## config.mk

```make
export PLATFORM = sky130hd
export DESIGN_NAME = booth4_share_arb
export DESIGN_NICKNAME = d
export VERILOG_FILES = /design/src/rtl/booth4_pkg.sv /design/src/rtl/rr_arbiter.sv /design/src/rtl/booth4_share_arb.sv
export SDC_FILE = /design/constraint.sdc
export NUM_CORES = 1
export LEC_CHECK = 0
export BUFFER_PORTS_ARGS = -buffer_cell sky130_fd_sc_hd__buf_2
export CELL_PAD_IN_SITES_DETAIL_PLACEMENT = 0
export CELL_PAD_IN_SITES_GLOBAL_PLACEMENT = 2
export CORE_AREA = 3 3 114 116
export CTS_BUF_LIST = sky130_fd_sc_hd__clkbuf_4 sky130_fd_sc_hd__clkbuf_8 sky130_fd_sc_hd__clkbuf_16
export DETAILED_ROUTE_END_ITERATION = 10
export DIE_AREA = 0 0 117 119
export GPL_TIMING_DRIVEN = 0
export PLACE_DENSITY = 0.81
export SLEW_MARGIN = 20
export SYNTH_ARGS = -nofsm -noshare
export SYNTH_HDL_FRONTEND = slang
export SYNTH_SLANG_ARGS = --single-unit
```

## constraint.sdc

```tcl
create_clock -name clk -period 3.05 [get_ports clk]
set_input_delay 0.61 -clock clk [delete_from_list [all_inputs] [get_ports clk]]
set_output_delay 0.61 -clock clk [all_outputs]
set_load 0.01 [all_outputs]
```

## src/rtl/booth4_pkg.sv

```systemverilog
// rtl/booth4_pkg.sv - shared types and default sizing for the Booth radix-4 share arbiter
package booth4_pkg;

    localparam int DEF_W       = 8;
    localparam int DEF_N_REQ   = 4;
    localparam int DEF_TIMEOUT = 64;

    typedef enum logic [1:0] {
        IDLE  = 2'd0,
        ISSUE = 2'd1,
        WAIT  = 2'd2,
        RESP  = 2'd3
    } arb_state_t;

endpackage

```

## src/rtl/rr_arbiter.sv

```systemverilog
// rtl/rr_arbiter.sv - combinational round-robin grant picker, pointer kept by the caller
module rr_arbiter #(
    parameter int N  = 4,
    parameter int IW = $clog2(N)
) (
    input  logic [N-1:0]  req,
    input  logic [IW-1:0] last,
    output logic [N-1:0]  gnt,
    output logic [IW-1:0] gnt_idx
);

    logic          found;
    logic [IW-1:0] idx;

    // scan last+1, last+2, ... modulo N and take the first pending request
    always_comb begin
        gnt     = '0;
        gnt_idx = '0;
        found   = 1'b0;
        idx     = '0;
        for (int k = 1; k <= N; k++) begin
            idx = IW'((int'(last) + k) % N);
            if (!found && req[idx]) begin
                found        = 1'b1;
                gnt[idx]     = 1'b1;
                gnt_idx      = idx;
            end
        end
    end

endmodule

```

## src/rtl/booth4_share_arb.sv

```systemverilog
// rtl/booth4_share_arb.sv - round-robin sharing of one Booth radix-4 multiplier among N requesters
module booth4_share_arb
    import booth4_pkg::*;
#(
    parameter int N_REQ   = DEF_N_REQ,
    parameter int W       = DEF_W,
    parameter int TIMEOUT = DEF_TIMEOUT
) (
    input  logic               clk,
    input  logic               rst_n,
    input  logic [N_REQ-1:0]   req_valid,
    input  logic [N_REQ*W-1:0] req_m,
    input  logic [N_REQ*W-1:0] req_q,
    output logic [N_REQ-1:0]   req_ready,
    output logic [N_REQ-1:0]   rsp_valid,
    input  logic [N_REQ-1:0]   rsp_ready,
    output logic [2*W-1:0]     rsp_p,
    output logic               rsp_err,
    output logic               mul_start,
    output logic [W-1:0]       mul_m,
    output logic [W-1:0]       mul_q,
    input  logic [W-1:0]       mul_dout,
    input  logic               mul_oa,
    input  logic               mul_oq,
    input  logic               mul_stop,
    output logic               mul_flush
);

    localparam int IW  = $clog2(N_REQ);
    localparam int WDW = $clog2(TIMEOUT + 1);

    arb_state_t       state, state_nxt;
    logic [IW-1:0]    last;
    logic [IW-1:0]    gidx;
    logic [IW-1:0]    gnt_idx;
    logic [N_REQ-1:0] gnt;
    logic [N_REQ-1:0] gidx_oh;
    logic             seen_a, seen_q;
    logic [WDW-1:0]   wd;
    logic             any_req, wd_expired, rsp_done, good_stop;

    rr_arbiter #(.N(N_REQ), .IW(IW)) u_arb (
        .req     (req_valid),
        .last    (last),
        .gnt     (gnt),
        .gnt_idx (gnt_idx)
    );

    assign any_req    = |gnt;
    assign gidx_oh    = N_REQ'(1) << gidx;
    // mul_stop in the same cycle beats the watchdog
    assign wd_expired = (state == WAIT) && (wd == WDW'(TIMEOUT)) && !mul_stop;
    assign rsp_done   = (state == RESP) && |(rsp_ready & gidx_oh);
    // a half arriving together with mul_stop still counts as seen
    assign good_stop  = (seen_a | mul_oa) & (seen_q | mul_oq);

    // state register
    always_ff @(posedge clk or negedge rst_n) begin
        if (!rst_n) begin
            state <= IDLE;
        end else begin
            state <= state_nxt;
        end
    end

    // next state and per-state strobes
    always_comb begin
        state_nxt = state;
        req_ready = '0;
        rsp_valid = '0;
        mul_start = 1'b0;
        mul_flush = 1'b0;
        case (state)
            IDLE: begin
                if (any_req) state_nxt = ISSUE;
            end
            ISSUE: begin
                req_ready = gidx_oh;
                mul_start = 1'b1;
                state_nxt = WAIT;
            end
            WAIT: begin
                if (mul_stop) begin
                    state_nxt = RESP;
                end else if (wd_expired) begin
                    mul_flush = 1'b1;
                    state_nxt = RESP;
                end
            end
            RESP: begin
                rsp_valid = gidx_oh;
                if (rsp_done) state_nxt = IDLE;
            end
            default: state_nxt = IDLE;
        endcase
    end

    // grant pointer, operand latch, product assembly and watchdog
    always_ff @(posedge clk or negedge rst_n) begin
        if (!rst_n) begin
            last    <= IW'(N_REQ - 1);
            gidx    <= '0;
            mul_m   <= '0;
            mul_q   <= '0;
            rsp_p   <= '0;
            rsp_err <= 1'b0;
            seen_a  <= 1'b0;
            seen_q  <= 1'b0;
            wd      <= '0;
        end else begin
            case (state)
                IDLE: begin
                    if (any_req) begin
                        last  <= gnt_idx;
                        gidx  <= gnt_idx;
                        mul_m <= req_m[gnt_idx*W +: W];
                        mul_q <= req_q[gnt_idx*W +: W];
                    end
                end
                ISSUE: begin
                    wd      <= '0;
                    seen_a  <= 1'b0;
                    seen_q  <= 1'b0;
                    rsp_p   <= '0;
                    rsp_err <= 1'b0;
                end
                WAIT: begin
                    if (wd != WDW'(TIMEOUT)) wd <= wd + 1'b1;
                    if (mul_oa) begin
                        rsp_p[2*W-1:W] <= mul_dout;
                        seen_a         <= 1'b1;
                    end
                    if (mul_oq) begin
                        rsp_p[W-1:0] <= mul_dout;
                        seen_q       <= 1'b1;
                    end
                    if ((mul_stop && !good_stop) || wd_expired) begin
                        rsp_p   <= '0;
                        rsp_err <= 1'b1;
                    end
                end
                default: ;
            endcase
        end
    end

endmodule
```

==> metrics.csv <==
stage;metric;value;unit
final_layout;FF+latch area;0.00120;sq mm
sta;FMAX;344;MHz
grt;global-route wire length before repair;13900;um
floorplanning;I/O pins;128;
final_layout;layout cells sized above 1;0.452;
final_layout;cell area after layout;0.00421;sq mm
clock_tree;Root Driver;clkbuf_16;
floorplanning;Die Ht;119;um
sta;final setup margin;0.147;ns
sta;clock skew;0.00541;ns
setup_path;Worst path max stage delay;0.60;ns
sta;Slew Limit Fails;0;
clock_tree;CTS buffer count;5;
floorplanning;core box area;0.0120;sq mm
sta;Least-Margin Pin Slew;0.693;ns
sta;RSZ-0062 raised after global routing;no;
clock_tree;Clk Latency, worst-skew pair;0.28;ns
worst_hold_path;hold crit path type;in -> async;
setup_path;worst reg2reg setup slack;0.15;ns
synthesis;Avg Cell Area, Syn;10.8;sq um
setup_path;Worst R2R Path Depth;10;
clock_tree;Clock transition at path regs;0.07;ns
setup_path;crit-path cells;buf_12 -> clkinvlp_4 -> ha_4 -> mux2_4 -> o22a_4 -> a211oi_4 -> buf_6 -> mux2i_1 -> mux2_2 -> o21ai_1;
grt;initial antenna violation count;0;
setup_path;CP required;3.21;ns
pwr;P_sw;1980;uW
setup_path;Critical Path Start Type;flip-flop;
synthesis;Seq/Total Area, Yosys;0.390;
routing;DR iter-0 viols;115;
setup_path;critical path arrival;3.07;ns
placed_design;Placed Instance Area;0.00390;sq mm
synthesis;Post-Syn Instances;287;
synthesis;Netlist Area Pre-Place;0.00309;sq mm
pwr;switch share;0.421;
routing;post-route ant nets;0;
pwr;sequential power share;0.228;
clock_tree;TritonCTS clock tree;built;
routing;drt pass-1 iters;4;
placed_design;Port Buf Inserts;126;
final_layout;# fillers;1247;
grt;vias in the first global route;2747;
placed_design;Final Wtd Congestion;0.761;
sta;Fin. Hold Viols;0;
synthesis;synth unique cells;40;
clock_tree;CTS sink cnt;48;
synthesis;synth warn;0;
routing;# DRC;0;
final_layout;Layout Utilization;0.351;
final_layout;nets;526;
setup_path;type of the worst setup path;reg -> reg;
pwr;pwr dens;1120;mW/mm^2
flow_run;max-cap violations;0;
placed_design;dpl hpwl;6530;um
grt;largest net degree at the start of global routing;49;
setup_path;Setup crit start;last[0];
final_layout;post-synthesis to final-layout area growth;36.4;%
synthesis;number of flops mapped to enable cells by yosys;0;
routing;drt via density;4.63;
floorplanning;die area;0.0139;sq mm
setup_path;Worst path depth;10;
floorplanning;Initial Util;0.257;
synthesis;Top FF cell, synth;dfrtp_1;
setup_path;CP max stage cell;dfstp_2;
pwr;Lkg Pwr;0.00217;uW
clock_tree;deepest clock path buffer count;2;
pwr;Clock power frac;0.134;
setup_path;worst path bufs/invs;3;
sta;Slew headroom;0.535;
pwr;combinational share of power;0.638;
placed_design;worst slack, placed;-0.333;ns
setup_path;Critical Path End Type;flip-flop;
synthesis;asr flop ratio synth;1.00;
setup_path;worst reg2reg endpoint;mul_m[2];
sta;Setup violations, final;0;
final_layout;Ant. Diodes;0;
final_layout;Multi-input gate area;0.00181;sq mm
pwr;Internal Power;2730;uW
pwr;VDD IR max;0.416;mV
run_status;status;completed;
floorplanning;FP Rows;40;
sta;crit share post-route;0.952;
setup_path;CP delay by family, top;multiplexers;
routing;vias;2655;
clock_tree;H-tree levels;2;
setup_path;Critical Path End;mul_m[2];
grt;GRT Overall Usage;0.123;
setup_path;r2r startpoint;last[0];
routing;WL per Instance;14.9;um
synthesis;syn_nets;387;
setup_path;Crit Path Max Fanout;10;
synthesis;Synth Register Bits;48;
routing;WL final;8530;um
sta;Period minus WS final;2.90;ns
clock_tree;post-cts hold buffer count;0;
floorplanning;die width;117;um
grt;total gr overflow;0;
## worst min path at each step
stage,from,end,slack (ns),cells past startpoint
2_1_floorplan,rst_n,gidx[0],0.31,0
3_3_place_gp,mul_q[4],mul_q[4],0.46,2
3_5_place_dp,mul_q[0],mul_q[0],0.46,2
4_1_cts,mul_q[0],mul_q[0],0.48,2
5_1_grt,rst_n,rsp_p[6],0.40,1
6_report,rst_n,rsp_p[11],0.34,1
## power groups by stage
stage,clock network (uW),logic [uW],registers (uW)
after floorplan,0,1940,1150
after global placement,0,2740,1080
after detailed placement,0,2770,1090
after CTS,646,2940,1080
after global routing,678,3310,1110
final,631,3000,1080
## layer usage
layer	global-route usage	up-vias	part of all wire
met5	0	-	0
met4	0.0215	0	0.0034
met3	0.0249	2	0.052
met2	0.202	71	0.49
met1	0.168	1261	0.45
li1	-	1321	-
## worst reg2reg max path, stage by stage (launching register included)
cell,delay (ns)
dfstp_2,0.60
buf_12,0.16
clkinvlp_4,0.12
ha_4,0.32
mux2_4,0.34
o22a_4,0.20
a211oi_4,0.33
buf_6,0.23
mux2i_1,0.25
mux2_2,0.19
o21ai_1,0.05
## flip-flops by register name, indices dropped and copies added (netlist names)
name and flops:
seen_a 1, rsp_err 1, state 2, mul_q 8
wd 7, gidx 2, last 2, rsp_p 16
mul_m 8, seen_q 1
## cells in the mapped netlist, drive strengths merged, types with 3 or more instances
library cell / count / area, sq um
a21oi: 7 / 35.0
a22o: 16 / 140
and3: 4 / 25.0
buf: 10 / 90.1
clkbuf: 4 / 16.3
dfrtp: 46 / 1150
ha: 15 / 188
inv: 10 / 37.5
mux2: 22 / 251
mux2i: 41 / 410
mux4: 4 / 90.1
nand2: 26 / 97.6
nand2b: 3 / 18.8
nand3: 9 / 45.0
nor2: 16 / 62.6
nor3: 7 / 40.0
nor3b: 3 / 22.5
o21ai: 24 / 135
o31ai: 3 / 22.5
## stage by stage
stage | TNS (ns) | total power (uW) | hold slack, ns | cells
floorplan | 0 | 3090 | 0.314 | 287
global placement | -3.56 | 3820 | 0.460 | 560
detailed placement | -4.34 | 3860 | 0.462 | 560
CTS | 0 | 4660 | 0.477 | 572
global route | 0 | 5100 | 0.400 | 574
finish | 0 | 4710 | 0.343 | 574
## what timing repair did
action / in CTS / in global routing
gates resized for setup: 5 / 11
endpoints found under the setup margin: 21 / 18
buffers inserted: 4 / 2
pin swaps: 2 / 1
## cell type report
class	count	share of cell area
multi-input cells	215	0.429
flip-flops and latches	48	0.286
repair buffers	132	0.164
well taps	147	0.0437
clock buffers	6	0.0315
plain buffers	14	0.0282
inverters	10	0.00980
clock inverters	2	0.00832
## placed cells by master (no fill, tap or decap), types with 4 or more instances in the layout
master,netlist,final
mux2i_1,41,40
mux2_2,21,20
a21oi_1,7,7
inv_1,10,9
mux4_2,4,4
nand2_1,26,26
ha_1,15,14
nor2_1,15,15
buf_2,3,129
a22o_1,16,16
o21ai_0,6,5
o21ai_1,14,15
nand3_1,9,9
dfrtp_1,46,46
buf_6,6,6
nor3_1,6,5
and3_1,4,4
clkbuf_16,0,5
buf_4,1,6
## cell families after synthesis
group / synth area share
flip-flops: 0.390
multiplexers: 0.243
AND/OR/NAND/NOR: 0.114
buffers and inverters: 0.0466
XOR/XNOR: 0.00851
adder cells (fa/ha/maj): 0.0608
AO/OA/AOI/OAI: 0.137
(Power assumes the default switching activity.)
